`config.mk`:
```
export PLATFORM = sky130hd
export DESIGN_NAME = clk_rst_seq
export DESIGN_NICKNAME = d
export VERILOG_FILES = /design/src/rtl/clk_rst_seq_pkg.sv /design/src/rtl/clk_rst_seq_debounce.sv /design/src/rtl/clk_rst_seq.sv
export SDC_FILE = /design/constraint.sdc
export NUM_CORES = 1
export LEC_CHECK = 0
export BUFFER_PORTS_ARGS = -buffer_cell sky130_fd_sc_hd__buf_2
export CORE_MARGIN = 4
export CORE_UTILIZATION = 25
export CTS_CLUSTER_SIZE = 12
export DETAILED_ROUTE_END_ITERATION = 6
export PLACE_DENSITY = 0.47
export SLEW_MARGIN = 5
export SYNTH_ARGS = -nofsm -noshare
export SYNTH_HDL_FRONTEND = slang
export SYNTH_SLANG_ARGS = --single-unit
```
`constraint.sdc`:
```
create_clock -name clk -period 4.7 [get_ports clk]
set_input_delay 0.94 -clock clk [delete_from_list [all_inputs] [get_ports clk]]
set_output_delay 0.94 -clock clk [all_outputs]
set_load 0.05 [all_outputs]
```
`src/rtl/clk_rst_seq_pkg.sv`:
```
// Shared types and defaults for the multi-channel reset sequencer.
package clk_rst_pkg;

    localparam int CLK_RST_CNT_W = 8;

    typedef enum logic [1:0] {
        HOLD,
        RELEASE,
        RUN
    } clk_rst_seq_state_t;

endpackage

```
`src/rtl/clk_rst_seq_debounce.sv`:
```
// Synchroniser chain for the asynchronous external reset request, followed by a
// saturating run-length counter; deb_req is high while the request has been stable.
module clk_rst_debounce
    import clk_rst_pkg::*;
#(
    parameter int SYNC_STAGES = 2,
    parameter int DEB_CYC     = 3,
    parameter int CNT_W       = CLK_RST_CNT_W
) (
    input  logic clk,
    input  logic rst,
    input  logic ext_rst_req,
    output logic deb_req
);

    localparam logic [CNT_W-1:0] DEB_TC = CNT_W'(DEB_CYC);

    logic [SYNC_STAGES-1:0] sync_q, sync_d;
    logic [CNT_W-1:0]       deb_cnt_q, deb_cnt_d;

    always_comb begin
        sync_d    = {sync_q[SYNC_STAGES-2:0], ext_rst_req};
        deb_cnt_d = deb_cnt_q;
        if (!sync_q[SYNC_STAGES-1]) begin
            deb_cnt_d = '0;
        end else if (deb_cnt_q != DEB_TC) begin
            deb_cnt_d = deb_cnt_q + CNT_W'(1);
        end
    end

    always_ff @(posedge clk) begin
        if (rst) begin
            sync_q    <= '0;
            deb_cnt_q <= '0;
        end else begin
            sync_q    <= sync_d;
            deb_cnt_q <= deb_cnt_d;
        end
    end

    assign deb_req = (deb_cnt_q == DEB_TC);

endmodule

```
`src/rtl/clk_rst_seq.sv`:
```
// Staggered reset release for NUM_CH downstream domains, with debounced external
// re-trigger and per-channel soft resets once the sequence has completed.
module clk_rst_seq
    import clk_rst_pkg::*;
#(
    parameter int NUM_CH      = 4,
    parameter int CNT_W       = CLK_RST_CNT_W,
    parameter int HOLD_CYC    = 8,
    parameter int STAGE_DLY   = 4,
    parameter int SOFT_CYC    = 6,
    parameter int SYNC_STAGES = 2,
    parameter int DEB_CYC     = 3
) (
    input  logic              clk,
    input  logic              rst,
    input  logic              ext_rst_req,
    input  logic [NUM_CH-1:0] ch_rst_req,
    output logic [NUM_CH-1:0] ch_rst_n,
    output logic              seq_busy,
    output logic              seq_done
);

    localparam int IDX_W   = (NUM_CH > 1) ? $clog2(NUM_CH) : 1;
    localparam int MAX_AB  = (HOLD_CYC > STAGE_DLY) ? HOLD_CYC : STAGE_DLY;
    localparam int MAX_CD  = (SOFT_CYC > DEB_CYC) ? SOFT_CYC : DEB_CYC;
    localparam int MAX_CYC = (MAX_AB > MAX_CD) ? MAX_AB : MAX_CD;

    localparam logic [CNT_W-1:0] HOLD_TC   = CNT_W'(HOLD_CYC - 1);
    localparam logic [CNT_W-1:0] STAGE_TC  = CNT_W'(STAGE_DLY - 1);
    localparam logic [CNT_W-1:0] SOFT_LOAD = CNT_W'(SOFT_CYC);
    localparam logic [IDX_W-1:0] IDX_LAST  = IDX_W'(NUM_CH - 1);

    if (NUM_CH < 1 || NUM_CH > 16) begin : g_bad_num_ch
        $error("clk_rst_seq: NUM_CH must be within 1..16");
    end
    if (HOLD_CYC < 1 || STAGE_DLY < 1 || SOFT_CYC < 1 || DEB_CYC < 1 || SYNC_STAGES < 2) begin : g_bad_cycles
        $error("clk_rst_seq: cycle parameters out of range");
    end
    if ((64'd1 << CNT_W) <= 64'(MAX_CYC) || (1 << $clog2(NUM_CH)) < NUM_CH) begin : g_bad_width
        $error("clk_rst_seq: CNT_W too narrow for the configured cycle counts");
    end

    clk_rst_seq_state_t state_q, state_d;
    logic [CNT_W-1:0]   hold_cnt_q, hold_cnt_d;
    logic [CNT_W-1:0]   stg_cnt_q, stg_cnt_d;
    logic [IDX_W-1:0]   idx_q, idx_d;
    logic [NUM_CH-1:0]  ch_rst_n_q, ch_rst_n_d;
    logic               seq_busy_q, seq_busy_d;
    logic               seq_done_q, seq_done_d;
    logic [NUM_CH-1:0]  rel_mask;
    logic [NUM_CH-1:0]  soft_idle;
    logic               deb_req;

    clk_rst_debounce #(
        .SYNC_STAGES (SYNC_STAGES),
        .DEB_CYC     (DEB_CYC),
        .CNT_W       (CNT_W)
    ) u_debounce (
        .clk         (clk),
        .rst         (rst),
        .ext_rst_req (ext_rst_req),
        .deb_req     (deb_req)
    );

    // A debounced request pins the FSM in HOLD with cleared counters for as long as it lasts.
    always_comb begin
        state_d    = state_q;
        hold_cnt_d = hold_cnt_q;
        stg_cnt_d  = stg_cnt_q;
        idx_d      = idx_q;
        if (deb_req) begin
            state_d    = HOLD;
            hold_cnt_d = '0;
            stg_cnt_d  = '0;
            idx_d      = '0;
        end else begin
            case (state_q)
                HOLD: begin
                    if (hold_cnt_q == HOLD_TC) begin
                        state_d    = RELEASE;
                        hold_cnt_d = '0;
                        stg_cnt_d  = '0;
                        idx_d      = '0;
                    end else begin
                        hold_cnt_d = hold_cnt_q + CNT_W'(1);
                    end
                end
                RELEASE: begin
                    if (idx_q == IDX_LAST) begin
                        state_d   = RUN;
                        stg_cnt_d = '0;
                    end else if (stg_cnt_q == STAGE_TC) begin
                        stg_cnt_d = '0;
                        idx_d     = idx_q + IDX_W'(1);
                    end else begin
                        stg_cnt_d = stg_cnt_q + CNT_W'(1);
                    end
                end
                RUN: begin
                    state_d = RUN;
                end
                default: begin
                    state_d = HOLD;
                end
            endcase
        end
    end

    always_comb begin
        rel_mask = '0;
        for (int k = 0; k < NUM_CH; k++) begin
            rel_mask[k] = (state_q == RUN) || ((state_q == RELEASE) && (k <= int'(idx_q)));
        end
    end

    for (genvar i = 0; i < NUM_CH; i++) begin : g_soft
        logic [CNT_W-1:0] soft_cnt_q, soft_cnt_d;

        // Soft requests only count in RUN; a repeat request reloads the full low period.
        always_comb begin
            soft_cnt_d = soft_cnt_q;
            if (deb_req || state_q != RUN) begin
                soft_cnt_d = '0;
            end else if (ch_rst_req[i]) begin
                soft_cnt_d = SOFT_LOAD;
            end else if (soft_cnt_q != '0) begin
                soft_cnt_d = soft_cnt_q - CNT_W'(1);
            end
        end

        always_ff @(posedge clk) begin
            if (rst) begin
                soft_cnt_q <= '0;
            end else begin
                soft_cnt_q <= soft_cnt_d;
            end
        end

        assign soft_idle[i] = (soft_cnt_q == '0);
    end

    // Outputs are registered one cycle behind the FSM/counter state they reflect.
    always_comb begin
        ch_rst_n_d = rel_mask & soft_idle;
        seq_busy_d = (state_q != RUN);
        seq_done_d = (state_q == RUN) && seq_busy_q;
        if (deb_req) begin
            ch_rst_n_d = '0;
            seq_busy_d = 1'b1;
            seq_done_d = 1'b0;
        end
    end

    always_ff @(posedge clk) begin
        if (rst) begin
            state_q    <= HOLD;
            hold_cnt_q <= '0;
            stg_cnt_q  <= '0;
            idx_q      <= '0;
            ch_rst_n_q <= '0;
            seq_busy_q <= 1'b1;
            seq_done_q <= 1'b0;
        end else begin
            state_q    <= state_d;
            hold_cnt_q <= hold_cnt_d;
            stg_cnt_q  <= stg_cnt_d;
            idx_q      <= idx_d;
            ch_rst_n_q <= ch_rst_n_d;
            seq_busy_q <= seq_busy_d;
            seq_done_q <= seq_done_d;
        end
    end

    assign ch_rst_n = ch_rst_n_q;
    assign seq_busy = seq_busy_q;
    assign seq_done = seq_done_q;

endmodule
```
**Word-level counts from Yosys, hierarchy flattened**

Index checks and enable logic that the tools add are counted.

- Equality and inequality tests: 12
- Add/subtract/negate cells: 8
- Reduce and logical (&&, ||, !) cells: 33
- Multiplexer cells: 20
- Order comparisons: 3
- Bitwise logic cells: 2

Operators by type and width:

| cell | number |
|---|---|
| $logic_not A8 Y1 | 4 |
| $mux W8 | 4 |
| $reduce_bool A8 Y1 | 4 |
| $sub A8 B1 Y8 const B | 4 |
| $add A8 B1 Y8 const B | 3 |
| $mux W3 | 8 |
| $eq A8 B2 Y1 const B | 2 |
| $pmux W8 S2 | 1 |
| $reduce_or A3 Y1 | 4 |
| $mux W2 | 5 |
| $ne A2 B2 Y1 const B | 5 |
| $reduce_bool A2 Y1 | 5 |
| $eq A8 B3 Y1 const B | 1 |
| $ne A8 B2 Y1 const B | 1 |
| $pmux W2 S3 | 1 |
| $reduce_or A2 Y1 | 3 |
| $logic_or A1 B1 Y1 | 5 |
| $and A4 B4 Y4 | 1 |
| $eq A2 B2 Y1 const B | 2 |
| $le A2 B2 Y1 const A | 2 |
| $logic_and A1 B1 Y1 | 4 |
| $pmux W2 S2 | 1 |
| $reduce_and A2 Y1 | 2 |
| $reduce_and A4 Y1 | 1 |
| 5 further kinds | 5 |

- Logic and storage cells: 95
- Flip-flop bits (word level): 68
- Input bits: 7
- Output and inout port bits: 6

**Depth between registers and ports, before layout**

Gate-level depths: netlist of the first run.

- Depth in word-level cells: 4
- Mapped depth: 7
- Depth with buffers taken out: 7

**Hierarchy**

From an unflattened synthesis of the first run, not the netlist that was laid out.

- Cell total of the unflattened synthesis: 351
- Area total of the unflattened synthesis: 3230.6 um2

Modules (own cells, without submodules):

| module | instances | area an instance (um2) | cells each | seq. area each (um2) |
|---|---|---|---|---|
| clk_rst_seq | 1 | 2796.4 | 305 | 1161.1 |
| clk_rst_debounce | 1 | 434.2 | 46 | 200.2 |

**Worst setup path before layout of the first run**

OpenSTA, ideal clock, no wires.

- Kind: input to register
- Start point: input port rst
- End point: register g_soft[1].soft_cnt_q[3]
- Library setup time: 0.064 ns
- Arrival: 1.856 ns
- Cell stages on the path: 6
- Data required time: 4.636 ns
- Setup slack: 2.780 ns
- Buffers on the path: 0
- Cells stage by stage: inv_1 o21ai_2 nor2_2 inv_2 or3_4 nor2_1

- Word-level cells in the longest chain between the ends: 1

RTL lines:

| what | RTL line | RTL |
|---|---|---|
| from (decl) | clk_rst_seq.sv:15 | `input logic rst,` |
| $reduce_or A3 Y1 (no source line) | n/a |  |
| to (signal assigned) | clk_rst_seq.sv:135 | `soft_cnt_q <= soft_cnt_d;` |
| to (decl) | clk_rst_seq.sv:117 | `logic [CNT_W-1:0] soft_cnt_q, soft_cnt_d;` |

No other way between the ends.
A chain may end at the register's enable or synchronous reset.

**Final worst setup path of the first run**

- Start point: register u_debounce.deb_cnt_q[0]
- End point: register g_soft[2].soft_cnt_q[3]

- Word-level cells in the longest chain between the ends: 3

RTL lines:

| what | RTL line | RTL |
|---|---|---|
| from (decl) | clk_rst_seq_debounce.sv:19 | `logic [CNT_W-1:0] deb_cnt_q, deb_cnt_d;` |
| from (signal assigned) | clk_rst_seq_debounce.sv:37 | `deb_cnt_q <= deb_cnt_d;` |
| $eq A8 B2 Y1 | clk_rst_seq_debounce.sv:41 | `assign deb_req = (deb_cnt_q == DEB_TC);` |
| $logic_or A1 B1 Y1 | clk_rst_seq.sv:122 | `if (deb_req \|\| state_q != RUN) begin` |
| $reduce_or A3 Y1 (no source line) | n/a |  |
| to (signal assigned) | clk_rst_seq.sv:135 |  |
| to (decl) | clk_rst_seq.sv:117 |  |

No other way between the ends.

==> impl_metrics.csv, run 1 <==
group,metric,value,unit
die,num_rows,41,
synthesis,ys_ff_latch,68,
clock_tree,cts_tree,"done",
synthesis,synth_cell_types,52,
clock_tree,cts_setup_buffers,0,
final_layout,nNetsFinal,396,
power,clkPwrFrac,46.0,%
die,die_x,122,µm
timing,skew,0.0101,ns
synthesis,synth_compound_area_share,10.9,%
synthesis,seq_area_frac_synth,41.6,%
synthesis,avgSynthCellArea,9.13,µm²
power,comb_power_share,11.2,%
hold_path,hp-start,"u_debounce.sync_q[0]",
synthesis,synth_nets,381,
drt,ant_nets,0,
die,core_area,0.0127,mm²
hold_path,hold_end,"u_debounce.sync_q[1]",
global_route,grt_pass1_vias,2466,
final_layout,regArea,0.00136,mm²
clock_tree,clk_pin_slew,0.06,ns
setup_path,worstPathRequired,4.93,ns
setup_path,cp.arrival,2.65,ns
setup_path,worst-path-max-fanout,22,
synthesis,yosys.area_share.simple,27.1,%
synthesis,muxShareOfSynthArea,3.44,%
synthesis,synth_edf_count,0,
power,power_density,378,mW/mm²
timing,final_max_slew_viol_count,0,
die,start_util,25.7,%
drt,wl_per_cell,12.1,µm
timing,worstMarginPinSlew,0.867,ns
timing,clock.fmax,412,MHz
setup_path,start_kind,"flip-flop",
clock_tree,hold_buffers,0,
die,num_io_pins,13,
clock_tree,cts_buffers,9,
flow_run,maxCapViolations,0,
clock_tree,clk-insertion-delay-late,0.33,ns
timing,slew_headroom,42.2,%
timing,finalCriticalPeriod,2.43,ns
final_layout,n_antenna_cell,0,
drt,vias,2561,
status,outcome,"finished clean",
global_route,grt_start_max_net_pins,23,
drt,firstDrtPassIters,4,
global_route,antenna_found_initial,0,
global_route,grtUsageTotal,9.79,%
setup_path,reg2reg_slack,2.27,ns
setup_path,worstReg2RegEnd,"g_soft[2].soft_cnt_q[3]",
synthesis,synth_xor_area_share,6.97,%
place,dp_hpwl,4.70,mm
timing,fin_crit_sh,51.6,%
drt,drc,0,
clock_tree,root_buffer,"clkbuf_16",
power,power.switching,0.371,mW
synthesis,syn_area,0.00327,mm²
place,gp_congestion,0.771,
clock_tree,cts.path.max_buffers,2,
place,place_ws,2.11,ns
setup_path,timing_worst_setup_path_type,"reg2reg",
final_layout,multiInputGateArea,0.00178,mm²
timing,tns,0,ns
clock_tree,cts_max_level,3,
synthesis,synth_fa_ha_area_share,6.12,%
synthesis,synth_top_flop_cell,"dfxtp_1",
final_layout,utilization,29.8,%
global_route,grt_pass1_wl,11.8,mm
place,port_buffers,12,
timing,hold_viol,0,
drt,routed_wl,6.66,mm
die,dieHeight,122,µm
timing,finalSetupViolations,0,
power,power_leakage,1.52,nW
hold_path,holdPathStages,1,
hold_path,holdCritPathClass,"reg2reg",
synthesis,ys_async_sr_fraction,0,%
final_layout,drive_gt1_share,12.4,%
power,switching_share,25.9,%
final_layout,n_fill_cell,1383,
power,seqPwrFrac,42.8,%
power,power,1.43,mW
setup_path,reg2regPathDepth,8,
power,vdd_ir_drop_max,132,µV
power,p_int,1.06,mW
die,die-area,0.0150,mm²
final_layout,syn2layout_area_growth,16.1,%
setup_path,r2r_start,"u_debounce.deb_cnt_q[0]",
setup_path,endpoint_kind,"flip-flop",
synthesis,ys.warnings.count,0,
synthesis,synth_cells,358,
timing,worst_slack,2.27,ns
drt,vias_per_cell,4.66,
clock_tree,clock-sinks,68,
global_route,grt_overflow,0,
synthesis,synth_top_family_by_area,"simple AND/OR/NAND/NOR gates",
clock_tree,post_cts_resized,0,
timing,hold_ws,0.461,ns
timing,rsz0062_at_grt,"false",
drt,drt-initial-drc-count,107,
==> Yosys cell counts, drive strengths merged, types with 2 or more instances <==
| master | count | area [µm²] |
|---|---|---|
| nand3 | 14 | 70.1 |
| a2111oi | 2 | 17.5 |
| and3 | 9 | 56.3 |
| xnor2 | 13 | 114 |
| or3b | 2 | 17.5 |
| o31ai | 3 | 22.5 |
| nor4 | 7 | 43.8 |
| nand4 | 7 | 43.8 |
| nor3b | 3 | 22.5 |
| mux2 | 2 | 22.5 |
| nand2 | 17 | 63.8 |
| or3 | 13 | 95.1 |
| o211ai | 4 | 30.0 |
| clkbuf | 3 | 11.3 |
| nor2b | 8 | 50.1 |
| or4 | 5 | 45.0 |
| nor2 | 32 | 123 |
| mux2i | 9 | 90.1 |
| dfxtp | 68 | 1360 |
| xor2 | 13 | 114 |
| o22ai | 2 | 12.5 |
| or4b | 2 | 20.0 |
| nor4b | 4 | 65.1 |
| o21ai | 9 | 48.8 |
| ha | 16 | 200 |
| a31oi | 4 | 25.0 |
| o21a | 4 | 30.0 |
| buf | 6 | 40.0 |
| a211oi | 4 | 30.0 |
| a21oi | 21 | 105 |
| inv | 20 | 75.1 |
| nor3 | 23 | 125 |
==> how the worst max path moves through the flow <==
stage	to	start	slack (ns)
floorplan	g_soft[1].soft_cnt_q[3]	rst	2.78
global placement	g_soft[2].soft_cnt_q[6]	rst	2.18
detailed placement	g_soft[1].soft_cnt_q[4]	rst	2.11
CTS	g_soft[1].soft_cnt_q[4]	u_debounce.deb_cnt_q[1]	2.22
global route	g_soft[1].soft_cnt_q[6]	u_debounce.deb_cnt_q[1]	2.09
finish	g_soft[2].soft_cnt_q[3]	u_debounce.deb_cnt_q[0]	2.27
==> critical path: stages (launching register included) <==
cell     delay, ns
dfxtp_1       0.41
ha_1          0.29
or4b_1        0.49
o21ai_2       0.14
buf_4         0.25
nor2_2        0.11
inv_2         0.35
or3_4         0.23
nor2_1        0.05
==> cell usage in the layout, fill, tap and decap left out, types with 3 or more instances in the layout <==
| cell | instances |
|---|---|
| dfxtp_1 | 68 |
| nor2_1 | 31 |
| nor3_1 | 21 |
| a21oi_1 | 21 |
| inv_1 | 19 |
| nand2_1 | 17 |
| ha_1 | 16 |
| nand3_1 | 14 |
| xor2_1 | 13 |
| xnor2_1 | 13 |
| buf_2 | 12 |
| and3_1 | 9 |
| mux2i_1 | 9 |
| clkbuf_16 | 9 |
| nor2b_1 | 8 |
| or3_1 | 8 |
| o21ai_0 | 8 |
| nor4_1 | 7 |
| nand4_1 | 7 |
| a31oi_1 | 4 |
| o211ai_1 | 4 |
| o21a_1 | 4 |
| a211oi_1 | 4 |
| o31ai_1 | 3 |
| nor3b_1 | 3 |
| or4_1 | 3 |
| or3_2 | 3 |
==> final cells by class <==
cell class | count | area share, %
multi-input combinational | 261 | 47.0
sequential | 68 | 35.9
clock buffer | 10 | 6.03
tap | 172 | 5.67
inverter | 20 | 1.98
timing repair buffer | 13 | 1.78
clock inverter | 6 | 1.71
==> power groups by stage <==
stage	combinational (mW)	sequential, mW	clock, mW
4_1_cts	0.162	0.615	0.682
5_1_grt	0.180	0.620	0.707
2_1_floorplan	0.115	0.631	0
3_3_place_gp	0.161	0.627	0
3_5_place_dp	0.161	0.627	0
6_report	0.160	0.615	0.660
==> cell families after synthesis <==
logic type,after synthesis
buffers and inverters,29
flip-flops,68
AND/OR/NAND/NOR,151
multiplexers,11
XOR/XNOR,26
adder cells (fa/ha/maj),16
AO/OA/AOI/OAI,57
==> metal layers <==
| metal | part of all wire [%] | up-vias | wire, µm | GRT usage (%) |
|---|---|---|---|---|
| li1 | - | 1316 | - | - |
| met1 | 50 | 1204 | 3340 | 12.9 |
| met2 | 45 | 32 | 3020 | 15.0 |
| met3 | 3.1 | 9 | 209 | 2.76 |
| met4 | 1.4 | 0 | 96 | 4.20 |
| met5 | 0 | - | 0 | 0 |
==> registers in the layout (all words and copies together), names as in the netlist, 2 cells and up <==
name and cells:
idx_q 2, g_soft.soft_cnt_q 32, hold_cnt_q 8, u_debounce.sync_q 2
ch_rst_n 4, state_q 2, stg_cnt_q 8, u_debounce.deb_cnt_q 8
==> metrics by stage <==
stage / instances / area [µm²]
CTS: 550 / 3790
global placement: 534 / 3500
detailed placement: 534 / 3500
finish: 550 / 3790
global route: 550 / 3790
floorplan: 358 / 3270
No activity file was read; power rests on OpenSTA's default activity.
==> inputs of run 2 (changes only) <==
ABC_AREA = 1   (was not set)
PLACE_DENSITY = 0.48   (was 0.47)
clock period = 2.2 ns   (was 4.7 ns; I/O delays follow)
==> impl_metrics.csv, run 2 <==
group,metric,value,unit
drt,vias,2779,
drt,wl_met1,3.22,mm
synthesis,yosys.cell_count.top_type,"nand2_1",
place,dp_hpwl,4.82,mm
drt,ant_nets,0,
clock_tree,cts_max_level,3,
timing,tns,0,ns
setup_path,crit_buf_inv,1,
timing,hold_viol,0,
clock_tree,cts_setup_buffers,0,
setup_path,cp_slowest_stage_delay,0.37,ns
global_route,antenna_found_initial,0,
final_layout,largest_register,"g_soft.soft_cnt_q",
power,power_leakage,1.63,nW
final_layout,layout_commonest_cell,"nand2_1",
die,num_io_pins,13,
synthesis,synth_top_area_share,40.6,%
drt,wl_met2,2.94,mm
timing,clock.fmax,551,MHz
hold_path,holdCritPathClass,"in2reg",
timing,fin_crit_sh,82.6,%
drt,routed_wl,6.53,mm
setup_path,worstPathRequired,2.42,ns
timing,finalSetupViolations,0,
global_route,grt_overflow,0,
setup_path,crit_chain,"ha_1 -> nand2_1 -> nor3_1 -> nand2_2 -> nand2_2 -> inv_2 -> nand2_1 -> nor2_1",
global_route,grtUsageTotal,9.46,%
setup_path,reg2regPathDepth,8,
timing,finalCriticalPeriod,1.82,ns
synthesis,syn_area,0.00336,mm²
drt,drc,0,
final_layout,n_antenna_cell,0,
setup_path,endpoint_kind,"flip-flop",
synthesis,yosys-top-cells-area,"dfxtp_1 41%, nand2_1 10%, inv_1 8.4%",
flow_run,maxCapViolations,0,
drt,wl_met3,324,µm
setup_path,r2r_start,"u_debounce.deb_cnt_q[0]",
synthesis,yosysTopAreaCell,"dfxtp_1",
timing,skew,0.00502,ns
global_route,grt_start_max_net_pins,19,
synthesis,synth_edf_count,0,
setup_path,slowest_stage,"dfxtp_1",
clock_tree,root_buffer,"clkbuf_16",
clock_tree,hold_buffers,0,
synthesis,ys_ff_latch,68,
global_route,grt_pass1_wl,11.5,mm
synthesis,synth_top_family_by_area,"simple AND/OR/NAND/NOR gates",
final_layout,final_cell_mix,"92 x nand2_1, 75 x inv_1, 74 x nor2_1",
synthesis,synth_common_cells,"92 x nand2_1, 75 x inv_1, 74 x nor2_1",
setup_path,cp.arrival,2.03,ns
clock_tree,post_cts_resized,0,
synthesis,ys.warnings.count,0,
final_layout,final_cell_area,0.00387,mm²
die,die-area,0.0153,mm²
hold_path,holdPathStages,2,
setup_path,crit_family,"simple AND/OR/NAND/NOR gates",
clock_tree,clk-insertion-delay-late,0.33,ns
clock_tree,cts.path.max_buffers,2,
die,num_rows,42,
drt,wl_per_cell,9.76,µm
drt,vias_per_cell,4.15,
power,power_density,948,mW/mm²
clock_tree,cts_tree,"done",
drt,firstDrtPassIters,4,
synthesis,synth_compound_area_share,7.94,%
synthesis,ys_async_sr_fraction,0,%
synthesis,muxShareOfSynthArea,0,%
power,vdd_ir_drop_max,442,µV
synthesis,synth_fa_ha_area_share,5.97,%
synthesis,yosys.area_share.simple,31.2,%
synthesis,synth_top_flop_cell,"dfxtp_1",
timing,rsz0062_at_grt,"false",
drt,drt-initial-drc-count,91,
timing,slew_headroom,69.4,%
synthesis,synth_cell_types,31,
clock_tree,clock-sinks,68,
final_layout,largest_reg_flops,32,
final_layout,syn2layout_area_growth,15.3,%
timing,worst_slack,0.384,ns
setup_path,worst-path-max-fanout,13,
synthesis,seq_area_frac_synth,40.6,%
final_layout,drive_gt1_share,8.11,%
place,place_ws,0.384,ns
timing,final_max_slew_viol_count,0,
hold_path,hold_end,"u_debounce.sync_q[0]",
status,outcome,"finished clean",
clock_tree,clk_pin_slew,0.05,ns
timing,worstMarginPinSlew,0.455,ns
final_layout,nNetsFinal,512,
place,port_buffers,12,
drt,maxUsedRoutingLayer,"met4",
die,core_area,0.0132,mm²
synthesis,synth_cells,470,
hold_path,hp-start,"rst",
place,gp_congestion,0.770,
die,start_util,25.4,%
synthesis,synth_nets,493,
setup_path,worstReg2RegEnd,"stg_cnt_q[2]",
setup_path,timing_worst_setup_path_type,"reg2reg",
timing,hold_ws,0.300,ns
die,die_x,124,µm
global_route,grt_pass1_vias,2657,
setup_path,start_kind,"flip-flop",
die,dieHeight,124,µm
setup_path,reg2reg_slack,0.38,ns
clock_tree,cts_buffers,9,
synthesis,synth_xor_area_share,4.70,%
place,placed_area,0.00360,mm²
synthesis,avgSynthCellArea,7.14,µm²
[run 2: worst max-delay path by stage]
| stage | from | endpoint | depth (start not counted) | slack, ns |
|---|---|---|---|---|
| 4_1_cts | u_debounce.deb_cnt_q[0] | stg_cnt_q[2] | 8 | 0.38 |
| 5_1_grt | u_debounce.deb_cnt_q[0] | stg_cnt_q[2] | 8 | 0.17 |
| 2_1_floorplan | state_q[0] | idx_q[1] | 10 | 0.75 |
| 6_report | u_debounce.deb_cnt_q[0] | stg_cnt_q[2] | 8 | 0.38 |
| 3_3_place_gp | u_debounce.deb_cnt_q[0] | stg_cnt_q[2] | 8 | 0.49 |
| 3_5_place_dp | u_debounce.deb_cnt_q[0] | stg_cnt_q[2] | 8 | 0.38 |
[run 2: cell families (layout without fill, tap and decap cells)]
logic type,Yosys count,after routing
simple gates,239,239
fa+ha+maj,16,16
flops,68,68
buf+inv,80,103
compound gates,49,49
xor+xnor,18,18
[run 2: area by class of cell]
class	instances	area [µm²]
fillers	1424	9320
multi-input cells	322	1670
flip-flops and latches	68	1360
inverters	76	285
clock buffers	13	260
well taps	176	220
repair buffers	12	60.1
clock inverters	2	10.0
[run 2: power breakdown]
group	switching, mW	total, mW	internal, mW
Clock	0.500	1.31	0.814
Combinational	0.649	0.945	0.296
Sequential	0.0706	1.41	1.34
[run 2: worst register-to-register path, delay by kind of cell (launching register included)]
family                     cells  cell delay, ns
and+or+nand+nor                6            0.96
DFF                            1            0.37
adders and majority gates      1            0.20
buffers and inverters          1            0.18
[run 2: stage by stage]
stage | total power [mW] | utilization (%) | cells
after floorplan | 2.19 | - | 470
after global placement | 2.39 | 27.3 | 654
after detailed placement | 2.39 | 27.3 | 654
after CTS | 3.75 | 29.3 | 669
after global routing | 3.95 | 29.3 | 669
final | 3.67 | 29.3 | 669
[run 2: layer usage]
metal | global-route usage, % | vias up
met5 | 0 | -
met1 | 11.6 | 1220
met4 | 2.70 | 0
li1 | - | 1525
met3 | 4.13 | 4
met2 | 15.1 | 30
